File: src/rtl/matmul_arbiter_if.sv
// Handshake/bus bundle between matmul_arbiter, its two requesters,
// the shared matmul unit and the result consumer.
interface matmul_arbiter_if #(
  parameter int SEL_W = 4
);
  logic [1:0]       req;
  logic [1:0]       grant;
  logic             src_sel;
  logic [1:0]       done;
  logic             err;
  logic             mm_start;
  logic             mm_ready;
  logic [SEL_W-1:0] mm_sel;
  logic [15:0]      mm_data;
  logic             res_valid;
  logic             res_ready;
  logic [15:0]      res_data;
  logic [SEL_W-1:0] res_idx;

  modport master (
    input  req, mm_ready, mm_data, res_ready,
    output grant, src_sel, done, err, mm_start,
    output mm_sel, res_valid, res_data, res_idx
  );

  modport slave (
    output req, mm_ready, mm_data, res_ready,
    input  grant, src_sel, done, err, mm_start,
    input  mm_sel, res_valid, res_data, res_idx
  );
endinterface

File: src/rtl/matmul_arbiter.sv
// Round-robin sharing of one matmul unit between two requesters.
// Define MATMUL_ARB_TIMEOUT_EN to build in the WAIT watchdog.
module matmul_arbiter #(
  parameter int OUT_LEN        = 4,
  parameter int SEL_W          = 4,
  parameter int TIMEOUT_CYCLES = 256
) (
  input logic                clk,
  input logic                rst,
  matmul_arbiter_if.master   bus
);
  typedef enum logic [2:0] {
    IDLE, LAUNCH, ARM, WAIT, DRAIN, DONE
  } state_t;

  localparam logic [SEL_W-1:0] LAST = SEL_W'(OUT_LEN - 1);

  state_t           state;
  logic             prio;
  logic             owner;
  logic [1:0]       grant;
  logic [1:0]       done;
  logic             start;
  logic             vld;
  logic [SEL_W-1:0] idx;
  logic             win;
  logic             hs;

`ifdef MATMUL_ARB_TIMEOUT_EN
  localparam int TW = $clog2(TIMEOUT_CYCLES);
  localparam logic [TW-1:0] TLIM = TW'(TIMEOUT_CYCLES - 1);
  logic [TW-1:0] timer;
  logic          err_q;
`endif

  // Favour the requester not served last; fall back to the other.
  assign win = bus.req[prio] ? prio : ~prio;
  assign hs  = vld & bus.res_ready;

  always_ff @(posedge clk or posedge rst) begin
    if (rst) begin
      state <= IDLE;
      prio  <= 1'b0;
      owner <= 1'b0;
      grant <= 2'b00;
      done  <= 2'b00;
      start <= 1'b0;
      vld   <= 1'b0;
      idx   <= '0;
`ifdef MATMUL_ARB_TIMEOUT_EN
      timer <= '0;
      err_q <= 1'b0;
`endif
    end else begin
      start <= 1'b0;
      done  <= 2'b00;
`ifdef MATMUL_ARB_TIMEOUT_EN
      err_q <= 1'b0;
`endif
      unique case (state)
        IDLE: begin
          if (|bus.req) begin
            owner <= win;
            grant <= win ? 2'b10 : 2'b01;
            start <= 1'b1;
            state <= LAUNCH;
`ifdef MATMUL_ARB_TIMEOUT_EN
            timer <= '0;
`endif
          end
        end
        LAUNCH: state <= ARM;
        ARM: begin
          state <= WAIT;
`ifdef MATMUL_ARB_TIMEOUT_EN
          timer <= timer + 1'b1;
`endif
        end
        WAIT: begin
          if (bus.mm_ready) begin
            idx   <= '0;
            vld   <= 1'b1;
            state <= DRAIN;
          end
`ifdef MATMUL_ARB_TIMEOUT_EN
          else if (timer == TLIM) begin
            err_q <= 1'b1;
            grant <= 2'b00;
            prio  <= ~owner;
            state <= IDLE;
          end else begin
            timer <= timer + 1'b1;
          end
`endif
        end
        DRAIN: begin
          if (hs) begin
            if (idx == LAST) begin
              idx   <= '0;
              vld   <= 1'b0;
              done  <= grant;
              state <= DONE;
            end else begin
              idx <= idx + 1'b1;
            end
          end
        end
        DONE: begin
          grant <= 2'b00;
          prio  <= ~owner;
          state <= IDLE;
        end
        default: state <= IDLE;
      endcase
    end
  end

  assign bus.grant     = grant;
  assign bus.src_sel   = owner;
  assign bus.done      = done;
  assign bus.mm_start  = start;
  assign bus.mm_sel    = idx;
  assign bus.res_idx   = idx;
  assign bus.res_valid = vld;
  assign bus.res_data  = bus.mm_data;

`ifdef MATMUL_ARB_TIMEOUT_EN
  assign bus.err = err_q;
`else
  assign bus.err = 1'b0;
`endif
endmodule

File: src/flat_wrapper.sv
// flat-port wrapper written by rule: the top's interface ports become plain ports
module matmul_arbiter_flat 
#(
  parameter int OUT_LEN        = 4,
  parameter int SEL_W          = 4,
  parameter int TIMEOUT_CYCLES = 256
)
  (clk, rst, bus_req, bus_mm_ready, bus_mm_data, bus_res_ready, bus_grant, bus_src_sel, bus_done, bus_err, bus_mm_start, bus_mm_sel, bus_res_valid, bus_res_data, bus_res_idx);
  matmul_arbiter_if #(.SEL_W(SEL_W)) bus_i ();
  input logic clk;
  input logic rst;
  input wire logic [$bits(bus_i.req)-1:0] bus_req;
  input wire logic [$bits(bus_i.mm_ready)-1:0] bus_mm_ready;
  input wire logic [$bits(bus_i.mm_data)-1:0] bus_mm_data;
  input wire logic [$bits(bus_i.res_ready)-1:0] bus_res_ready;
  output wire logic [$bits(bus_i.grant)-1:0] bus_grant;
  output wire logic [$bits(bus_i.src_sel)-1:0] bus_src_sel;
  output wire logic [$bits(bus_i.done)-1:0] bus_done;
  output wire logic [$bits(bus_i.err)-1:0] bus_err;
  output wire logic [$bits(bus_i.mm_start)-1:0] bus_mm_start;
  output wire logic [$bits(bus_i.mm_sel)-1:0] bus_mm_sel;
  output wire logic [$bits(bus_i.res_valid)-1:0] bus_res_valid;
  output wire logic [$bits(bus_i.res_data)-1:0] bus_res_data;
  output wire logic [$bits(bus_i.res_idx)-1:0] bus_res_idx;
  assign bus_i.req = bus_req;
  assign bus_i.mm_ready = bus_mm_ready;
  assign bus_i.mm_data = bus_mm_data;
  assign bus_i.res_ready = bus_res_ready;
  assign bus_grant = bus_i.grant;
  assign bus_src_sel = bus_i.src_sel;
  assign bus_done = bus_i.done;
  assign bus_err = bus_i.err;
  assign bus_mm_start = bus_i.mm_start;
  assign bus_mm_sel = bus_i.mm_sel;
  assign bus_res_valid = bus_i.res_valid;
  assign bus_res_data = bus_i.res_data;
  assign bus_res_idx = bus_i.res_idx;
  matmul_arbiter #(.OUT_LEN(OUT_LEN), .SEL_W(SEL_W), .TIMEOUT_CYCLES(TIMEOUT_CYCLES)) u_core (.clk(clk), .rst(rst), .bus(bus_i));
endmodule
File: config.mk
export PLATFORM = sky130hd
export DESIGN_NAME = matmul_arbiter_flat
export DESIGN_NICKNAME = d
export VERILOG_FILES = /design/src/rtl/matmul_arbiter_if.sv /design/src/rtl/matmul_arbiter.sv /design/src/flat_wrapper.sv
export SDC_FILE = /design/constraint.sdc
export NUM_CORES = 1
export LEC_CHECK = 0
export CAP_MARGIN = 20
export CELL_PAD_IN_SITES_DETAIL_PLACEMENT = 0
export CELL_PAD_IN_SITES_GLOBAL_PLACEMENT = 1
export CORE_MARGIN = 2
export CORE_UTILIZATION = 27
export CTS_CLUSTER_SIZE = 10
export DETAILED_ROUTE_END_ITERATION = 10
export GPL_TIMING_DRIVEN = 0
export PLACE_DENSITY = 0.87
export SETUP_SLACK_MARGIN = 0.3
export SKIP_LAST_GASP = 1
export SYNTH_ARGS = -nofsm -noshare
export SYNTH_HDL_FRONTEND = slang
export SYNTH_SLANG_ARGS = --single-unit
File: constraint.sdc
create_clock -name clk -period 3.7 [get_ports clk]
set_input_delay 0.74 -clock clk [delete_from_list [all_inputs] [get_ports clk]]
set_output_delay 0.74 -clock clk [all_outputs]
set_load 0.05 [all_outputs]
Word level (Yosys, flattened, before mapping)
Cells that the tools add are included.

Register bits: 15. Bits of input ports: 22. Output and inout port bits: 32.

Add/sub/neg operators: 1. Order comparisons: 1. Equal/unequal tests: 10. Muxes and demuxes: 24. Bitwise logic cells: 3. Reduce and logical (&&, ||, !) cells: 9.

Operators by type and width (count): $pmux 3 s5 (1); $mux 3 (4); $mux 4 (3); $mux 2 (5); $mux 1 (8); $pmux 4 s2 (1); $reduce_and 4->1 (2); $eq 3x2->1 const B (2); $eq 3x3->1 const B (2); $ne 2x1->1 const B (3); $add 4x1->4 const B (1); $eq 4x2->1 const B (1); $pmux 2 s2 (1); $reduce_and 2->1 (2); $reduce_bool 2->1 (2); $eq 3x1->1 const B (1); $logic_not 3->1 (1); $reduce_and 3->1 (1); $lt 1x2->1 const B (1); $ne 2x2->1 const B (1); $not 1->1 (2); $pmux 1 s2 (1); $reduce_or 2->1 (1); $and 1x1->1 (1).

Longest topological paths before layout
Gate-level depths: netlist (run 1).

Word-level depth: 6. Depth in mapped cells: 5. Mapped depth without buffers: 4.

Least setup slack after synthesis (run 1)
OpenSTA, ideal clock, no wires.

Path kind: reg2out. From: register u_core.idx[2] (netlist: u_core.bus.mm_sel[2]). To: output bus_res_idx[2]. Arrival time: 984 ps. Required time: 2960 ps. Setup slack: 1976 ps. Cell stages (with the launch flop): 2. Buffers on the path: 1. Path through: dfrtp_1 > buf_4.

RTL lines: from (decl) (RTL line matmul_arbiter.sv:25) `logic [SEL_W-1:0] idx;`; from (signal assigned) (RTL line matmul_arbiter.sv:104) `idx <= idx + 1'b1;`; to (decl) (RTL line flat_wrapper.sv:24) `output wire logic [$bits(bus_i.res_idx)-1:0] bus_res_idx;`.

No word-level cell between the ends.

Final worst setup path (run 1)
From: register u_core.idx[2] (netlist: u_core.bus.mm_sel[2]). To: output bus_res_idx[2].

No word-level cell between the ends.

==> results of run 1 <==
## how the worst min path moves through the flow
stage	start	to	slack [ps]
6_report	u_core.prio$_DFFE_PP0P_	u_core.prio$_DFFE_PP0P_	500
5_1_grt	u_core.prio$_DFFE_PP0P_	u_core.prio$_DFFE_PP0P_	560
4_1_cts	u_core.prio$_DFFE_PP0P_	u_core.prio$_DFFE_PP0P_	500
3_5_place_dp	u_core.prio$_DFFE_PP0P_	u_core.prio$_DFFE_PP0P_	480
3_3_place_gp	u_core.prio$_DFFE_PP0P_	u_core.prio$_DFFE_PP0P_	470
2_1_floorplan	u_core.prio$_DFFE_PP0P_	u_core.prio$_DFFE_PP0P_	450
## state kept, by name (all words and copies together), names as in the netlist
signal,count
u_core.bus.done,2
u_core.bus.grant,2
u_core.bus.mm_sel,4
u_core.bus.mm_start,1
u_core.bus.res_valid,1
u_core.bus.src_sel,1
u_core.prio,1
u_core.state,3
## cell usage after synthesis (all sizes together)
| master | n | share of area |
|---|---|---|
| and2 | 1 | 0.0071 |
| nand4b | 1 | 0.010 |
| buf | 24 | 0.20 |
| dfrtp | 15 | 0.43 |
| a211o | 1 | 0.010 |
| nor3b | 3 | 0.026 |
| nand2 | 5 | 0.021 |
| conb | 1 | 0.0043 |
| and4b | 1 | 0.011 |
| inv | 3 | 0.013 |
| nor2 | 5 | 0.021 |
| a21boi | 2 | 0.017 |
| a21o | 1 | 0.0086 |
| a21oi | 2 | 0.011 |
| nand3b | 1 | 0.0086 |
| nand3 | 3 | 0.017 |
| a2bb2oi | 2 | 0.020 |
| and3 | 3 | 0.024 |
| nor4 | 1 | 0.014 |
| a22o | 1 | 0.010 |
| o21ai | 5 | 0.029 |
| or3b | 1 | 0.010 |
| o211ai | 1 | 0.0086 |
| o21a | 2 | 0.017 |
| nor3 | 4 | 0.023 |
| o2bb2ai | 1 | 0.010 |
| ha | 1 | 0.014 |
## kinds of logic after synthesis
group / Yosys count
buffers and inverters: 27
AO/OA/AOI/OAI: 18
AND/OR/NAND/NOR: 29
other: 1
adder cells (fa/ha/maj): 1
flip-flops: 15
## area by class of cell
class / instances / area share
Tap cell: 44 / 0.0417
Timing Repair Buffer: 36 / 0.273
Clock inverter: 1 / 0.00380
Sequential cell: 15 / 0.285
Multi-Input combinational cell: 49 / 0.235
Inverter: 3 / 0.00854
Clock buffer: 3 / 0.0171
Buffer: 24 / 0.136
## worst max-delay path, stage by stage, from the launching register on
cell and delay (ps):
dfrtp_1 470, buf_4 150, clkdlybuf4s50_1 780
## placed cells by master (no fill, tap or decap), drive strengths merged, types with 3 or more instances in the layout
| cell type | Yosys | layout |
|---|---|---|
| clkdlybuf4s50 | 0 | 36 |
| nor3b | 3 | 3 |
| nor3 | 4 | 4 |
| nor2 | 5 | 5 |
| and3 | 3 | 3 |
| inv | 3 | 3 |
| clkbuf | 0 | 3 |
| nand3 | 3 | 3 |
| dfrtp | 15 | 15 |
| nand2 | 5 | 5 |
| o21ai | 5 | 5 |
| buf | 24 | 24 |
## power by group through the flow
stage / clock, W / combinational, W / sequential (W)
finish: 0.0000910 / 0.000391 / 0.000246
CTS: 0.0000963 / 0.000394 / 0.000246
global route: 0.000104 / 0.000421 / 0.000255
floorplan: 0 / 0.000200 / 0.000327
detailed placement: 0 / 0.000393 / 0.000249
global placement: 0 / 0.000385 / 0.000247
## per-layer routing
metal | track usage | share of wire | vias to the layer above
met3 | 0.0277 | 0.079 | 5
met2 | 0.206 | 0.47 | 42
met4 | 0.0652 | 0.021 | 0
li1 | - | - | 376
met5 | 0 | 0 | -
met1 | 0.133 | 0.43 | 331
## metrics by stage
step / worst slack (ps) / instances / hold WS [ps] / instance area (um2)
after floorplan: 1980 / 91 / 450 / 876
after global placement: 1350 / 171 / 467 / 1290
after detailed placement: 1340 / 171 / 483 / 1290
after CTS: 1270 / 175 / 502 / 1320
after global routing: 1200 / 175 / 556 / 1320
final: 1270 / 175 / 498 / 1320
==> results.cfg, run 1 <==
[status]
outcome = finished, final reports clean

[critical_path]
end_kind = primary output
path_class = reg -> out
crit_path_start_kind = flop
worst-r2r-setup-slack_ps = 2110
r2r-end = u_core.bus.res_valid$_DFFE_PP0P_
rr_worst_depth = 4
crit_fanout = 7
crit_end = bus_res_idx[2]
required_ps = 2960
reg2reg_from = u_core.bus.mm_sel[0]$_DFFE_PP0P_
worstPathArrival_ps = 1690
startpoint = u_core.bus.mm_sel[2]$_DFFE_PP0P_

[synthesis]
synth.yosys.seq_area_share = 0.429
synth_compound_area_frac = 0.141
synthXorXnorAreaFrac = 0
ys_ff_latch = 15
synthMuxAreaShare = 0
synth_cells = 91
synth_nets = 114
synth_fa_ha_area_frac = 0.0143
ys_types = 30
syn_area_um2 = 876
ys_warn_count = 0
synth.avg_cell_area_um2 = 9.62
synthSimpleGateAreaFrac = 0.194
synth_top_family_by_area = buffers and inverters

[global_route]
grt_pass1_wl_um = 3190
grt_max_degree = 16
antenna_found_initial = 0
overflow = 0
track_usage = 0.118
grt_pass1_vias = 753

[final_layout]
area_delta_synth_final_pct = 50.6
n_fill_cell = 307
regArea_um2 = 375
diodes = 0
drive_gt1_frac = 0.237
utilization = 0.428
final_nets = 155
multi_input_area_um2 = 310

[detailed_routing]
vias_per_cell = 4.31
wl_per_cell_um = 10.8
first_iter_violations = 11
drc = 0
totalWireLength_um = 1890
dr.pass1.iters = 4
vias = 754
ant_nets = 0

[floorplanning]
coreArea_mm2 = 0.00308
die_h_um = 61.0
io_pins = 54
fp.dieArea_mm2 = 0.00372
rows = 20
initial_utilization = 0.285
fp.dieW_um = 61.0

[clocking]
numCtsBuffers = 3
root_buffer = clkbuf_4
postCtsHoldBufs = 0
cts.sinks = 15
path_clk_slew_ps = 90
cts_setup_buffers = 0
cts_resized = 0
cts_tree = built
clk_latency_ps = 280
clk_path_buf_depth = 2
h-tree-depth = 1

[place]
gp_congestion = 0.730
port_buffers = 36
hpwlAfterDp_um = 1520

[timing]
drv_slew = 0
tightest_slew_ps = 559
rsz0062_at_grt = false
setup_viol = 0
final-hold-violation-count = 0
fin_crit_ps = 2430
fmaxAchievable_mhz = 412
fin_setup_tns_ps = 0
post-route-period-util = 0.656
relSlewSlack = 0.627
fin_skew_ps = 4.76

[power]
p_sw_w = 0.000326
p_leak_nw = 0.591
p_comb_frac = 0.537
p_int_w = 0.000402
ir_worst_vdd_v = 0.000269
pwr-share-clk = 0.125
power_w = 0.000727
switching_share = 0.448
seqPwrFrac = 0.338
p_per_area_mw_per_mm2 = 552

[hold_path]
min_path_cells = 2
min_path_type = reg -> reg

[run]
drv_cap = 0
Note: power is estimated with default switching activity, not from simulation.
==> inputs of run 2 (changes only) <==
- CORE_UTILIZATION: 27 -> 23
- PLACE_DENSITY: 0.87 -> 0.79
- clock period: 3.7 -> 2 ns (I/O delays scaled with it)
==> run 2 against run 1 <==
Against the previous run:
- register-to-register slack lost 1600 ps
- clock skew decreased by 3.1 ps
- sequential share of layout area fell by 0.19 points
- count of clock-buffer cells in the layout grew 1
- sequential cell count unchanged
- final cell count rose by 2.3%
- power is 92% higher
- via count is 1.1% higher
- critical endpoint is now bus_res_data[2]
- cell area rose by 0.66%
- die area up 16%
==> results.cfg, run 2 (same netlist as run 1, synthesis figures left out) <==
[status]
outcome = finished, final reports clean

[final_layout]
design_area_mm2 = 0.00133
n_fill_cell = 377
area_delta_synth_final_pct = 51.6
regArea_um2 = 375
drive_gt1_frac = 0.282
fin_cells = 179
diodes = 0
final_cell_mix = buf_4 (21), clkdlybuf4s50_1 (21), dfrtp_1 (15), dlygate4sd2_1 (9)
largest_register_ffs = 4
final_nets = 155
multi_input_area_um2 = 320

[hold_path]
hold_path_end = u_core.prio$_DFFE_PP0P_
min_path_cells = 2
worstHoldStart = u_core.prio$_DFFE_PP0P_
min_path_type = reg -> reg

[critical_path]
crit_path_start_kind = primary input
path_class = in -> out
path_cells = buf_4 > clkdlybuf4s50_1
end_kind = primary output
rr_worst_depth = 5
reg2reg_from = u_core.state[1]$_DFFE_PP0P_
cpPeakStageDelay_ps = 790
r2r-end = u_core.bus.done[1]$_DFF_PP0_
crit_fanout = 1
crit_buf_inv = 2
critPathTopFamily = buffers and inverters
required_ps = 1600
crit_path_top_delay_cell = clkdlybuf4s50_1
worstPathArrival_ps = 1270
worst-r2r-setup-slack_ps = 480

[floorplanning]
die_h_um = 65.7
fp.dieW_um = 65.7
fp.dieArea_mm2 = 0.00432
io_pins = 54
initial_utilization = 0.239
coreArea_mm2 = 0.00366
rows = 22

[clocking]
root_buffer = clkbuf_8
clk_latency_ps = 250
clk_path_buf_depth = 2
postCtsHoldBufs = 0
cts_tree = built
cts_setup_buffers = 0
cts.sinks = 15
numCtsBuffers = 3
path_clk_slew_ps = 60
h-tree-depth = 1

[global_route]
grtUsageMet3 = 0.0428
overflow = 0
grt_max_degree = 16
grt-busiest-layer = met2
grt_pass1_vias = 788
antenna_found_initial = 0
use_met2 = 0.173
grt_use_met1 = 0.116
track_usage = 0.102
grt_pass1_wl_um = 3350

[detailed_routing]
vias_per_cell = 4.26
ant_nets = 0
first_iter_violations = 14
wl_per_cell_um = 11.3
vias = 762
drc = 0
dr.pass1.iters = 4
totalWireLength_um = 2020

[power]
p_leak_nw = 0.636
ir_worst_vdd_v = 0.000364
p_per_area_mw_per_mm2 = 1050

[timing]
post-route-period-util = 0.837
tightest_slew_ps = 580
hold-worst-slack_ps = 481
drv_slew = 0
final-hold-violation-count = 0
fin_crit_ps = 1670
fmaxAchievable_mhz = 597
setup_viol = 0
fin_setup_tns_ps = 0
fin_skew_ps = 1.62
rsz0062_at_grt = false
relSlewSlack = 0.613

[place]
post_dp_cell_area_mm2 = 0.00130
gp_congestion = 0.769
port_buffers = 36
post-place-cells = 175
hpwlAfterDp_um = 1540

[run]
drv_cap = 0
==> run 2: layout make-up <==
type / instances / area share
buffer: 24 / 0.135
multi-input combinational: 49 / 0.241
inverter: 3 / 0.00848
tap: 48 / 0.0452
timing repair buffer: 36 / 0.254
clock buffer: 4 / 0.0339
sequential: 15 / 0.283
==> run 2: how the worst max path moves through the flow <==
stage                                           startpoint                                to  slack [ps]  depth (start not counted)
after floorplan           u_core.bus.mm_sel[0]$_DFFE_PP0P_  u_core.bus.res_valid$_DFFE_PP0P_         300                          4
after global placement    u_core.bus.mm_sel[2]$_DFFE_PP0P_                    bus_res_idx[2]         250                          2
after detailed placement  u_core.bus.mm_sel[2]$_DFFE_PP0P_                    bus_res_idx[2]         240                          2
after CTS                 u_core.bus.mm_sel[2]$_DFFE_PP0P_                    bus_res_idx[2]         230                          2
after global routing      u_core.bus.mm_sel[0]$_DFFE_PP0P_                     bus_mm_sel[0]         310                          1
final                                       bus_mm_data[2]                   bus_res_data[2]         330                          2
==> run 2: power breakdown <==
group | internal [W] | switching [W] | leakage (nW)
Clock | 0.000141 | 0.000110 | 0.0228
Sequential | 0.000390 | 0.0000658 | 0.191
Combinational | 0.000249 | 0.000444 | 0.422
==> run 2: through the flow <==
| step | worst slack [ps] | total power (W) | util |
|---|---|---|---|
| floorplan | 304 | 0.000975 | - |
| global placement | 253 | 0.00117 | 0.354 |
| detailed placement | 240 | 0.00119 | 0.354 |
| CTS | 232 | 0.00140 | 0.363 |
| global route | 307 | 0.00149 | 0.363 |
| finish | 325 | 0.00140 | 0.363 |
==> run 2: routing by layer <==
layer	vias up	wire length [um]
met5	-	0
met4	0	23
met3	4	177
met2	41	930
met1	343	883
li1	374	-
==> run 2: repair_timing <==
item                                   in CTS  in global routing
setup endpoints to repair                  15                  6
endpoints found under the hold margin       0                  0
resized for setup                          20                  8
==> inputs of run 3 (changes only) <==
- clock period: 2 -> 1.4 ns (I/O delays scaled with it)
==> run 3 against run 2 <==
Against the previous run:
- the run now ends with setup timing left
- highest routed layer unchanged
- first-iteration DRC count is 14% higher
- combinational power is 110% higher
- final cell count is 7.3% higher
- cell area is 23% higher
- largest power group unchanged
==> results.cfg, run 3 (same netlist as run 1, synthesis figures left out) <==
[timing]
final-hold-violation-count = 0
hold-worst-slack_ps = 391
post-route-period-util = 1.02
drv_slew = 0
relSlewSlack = 0.602
setup_viol = 2
rsz0062_at_grt = true
fin_skew_ps = 1.42
tightest_slew_ps = 596
fin_crit_ps = 1420
fmaxAchievable_mhz = 704
fin_ws_ps = -21.2

[clocking]
clk_latency_ps = 250
clk_path_buf_depth = 2
root_buffer = clkbuf_8
cts.sinks = 15
numCtsBuffers = 3
path_clk_slew_ps = 60
h-tree-depth = 1
cts_tree = built
postCtsHoldBufs = 0

[final_layout]
layout_commonest_cell = buf_4
drive_gt1_frac = 0.639
diodes = 0
regArea_um2 = 383
multi_input_area_um2 = 395
final_cell_mix = buf_4 (28), buf_6 (18), clkdlybuf4s15_2 (16), dfrtp_1 (9), dfrtp_2 (6)
final_nets = 168
n_fill_cell = 346
fin_cells = 192
area_delta_synth_final_pct = 87.1
largest_register_ffs = 4
utilization = 0.448

[floorplanning]
die_h_um = 65.7
io_pins = 54
rows = 22
initial_utilization = 0.239
fp.dieArea_mm2 = 0.00432
fp.dieW_um = 65.7
coreArea_mm2 = 0.00366

[critical_path]
path_cells = buf_6 > or3b_1 > buf_6 > nor2_4 > and3_4
crit_path_start_kind = flop
end_kind = flop
crit_buf_inv = 2
cp_common_cell = buf_6
crit_path_top_delay_cell = or3b_1
cpPeakStageDelay_ps = 380
critPathTopFamily = simple AND/OR/NAND/NOR gates
crit_fanout = 6
worstPathArrival_ps = 1610
required_ps = 1590
path_class = reg -> reg

[detailed_routing]
wl_met3_um = 109
wl_met1_um = 913
ant_nets = 0
wl_per_cell_um = 12.0
first_iter_violations = 16
drc = 0
dr.pass1.iters = 4
vias = 808
highest_layer = met4
routed-wl-met2_um = 1220
totalWireLength_um = 2300
vias_per_cell = 4.21

[global_route]
grt_pass1_wl_um = 3750
antenna_found_initial = 0
grt_pass1_vias = 852
track_usage = 0.115
overflow = 0
grt_max_degree = 16

[place]
hpwlAfterDp_um = 1560
post-place-cells = 175
gp_congestion = 0.744
port_buffers = 36

[power]
ir_worst_vdd_v = 0.000798
p_per_area_mw_per_mm2 = 1510
p_leak_nw = 0.737

[run]
drv_cap = 0

[status]
outcome = finished, violations left
violations = setup timing

[hold_path]
min_path_type = in -> async
[run 3: final cells by class]
type	count	share of cell area
repair buffers	49	0.327
multi-input cells	49	0.241
plain buffers	24	0.126
inverters	3	0.00687
clock buffers	3	0.0252
clock inverters	1	0.00305
well taps	48	0.0366
flip-flops and latches	15	0.234
[run 3: final timing paths]
kind                                              from                              end  slack, ps  depth (start not counted)
hold reg to reg                u_core.prio$_DFFE_PP0P_          u_core.prio$_DFFE_PP0P_        500                          2
max in group asynchronous                          rst      u_core.state[2]$_DFFE_PP0P_        590                          2
hold / removal                                     rst  u_core.bus.grant[0]$_DFFE_PP0P_        390                          2
setup / recovery           u_core.state[1]$_DFFE_PP0P_     u_core.bus.done[1]$_DFF_PP0_        -20                          5
min in group clk               u_core.prio$_DFFE_PP0P_          u_core.prio$_DFFE_PP0P_        500                          2
setup reg to reg           u_core.state[1]$_DFFE_PP0P_     u_core.bus.done[1]$_DFF_PP0_        -20                          5
[run 3: stage by stage]
stage,setup TNS [ps],total power (W),setup slack [ps],area [um2]
after floorplan,0,0.00145,83.1,947
final,-37.7,0.00248,-21.2,1640
after CTS,-14.2,0.00238,-7.63,1550
after detailed placement,-2470,0.00176,-281,1370
after global placement,-2310,0.00174,-267,1370
after global routing,-298,0.00260,-67.2,1640
[run 3: where the power goes]
part	internal (W)	switching, W	leakage [nW]
clock network	0.000197	0.000164	0.0255
logic	0.000663	0.000778	0.528
registers	0.000563	0.000114	0.183
[run 3: repair_timing]
item                       in CTS  in global routing
setup endpoints to repair      44                 28
gates resized for setup       158                 17
pin swaps                       6                  3
buffers inserted               10                  3
[run 3: routing by layer]
layer | vias up | GRT usage
met5 | - | 0
met4 | 0 | 0.0703
met3 | 5 | 0.0154
met2 | 36 | 0.207
met1 | 368 | 0.125
li1 | 399 | -
[run 3: worst register-to-register path: stages (launching register included)]
cell and delay, ps:
dfrtp_1 370, buf_6 130, or3b_1 380, buf_6 150
nor2_4 130, and3_4 200
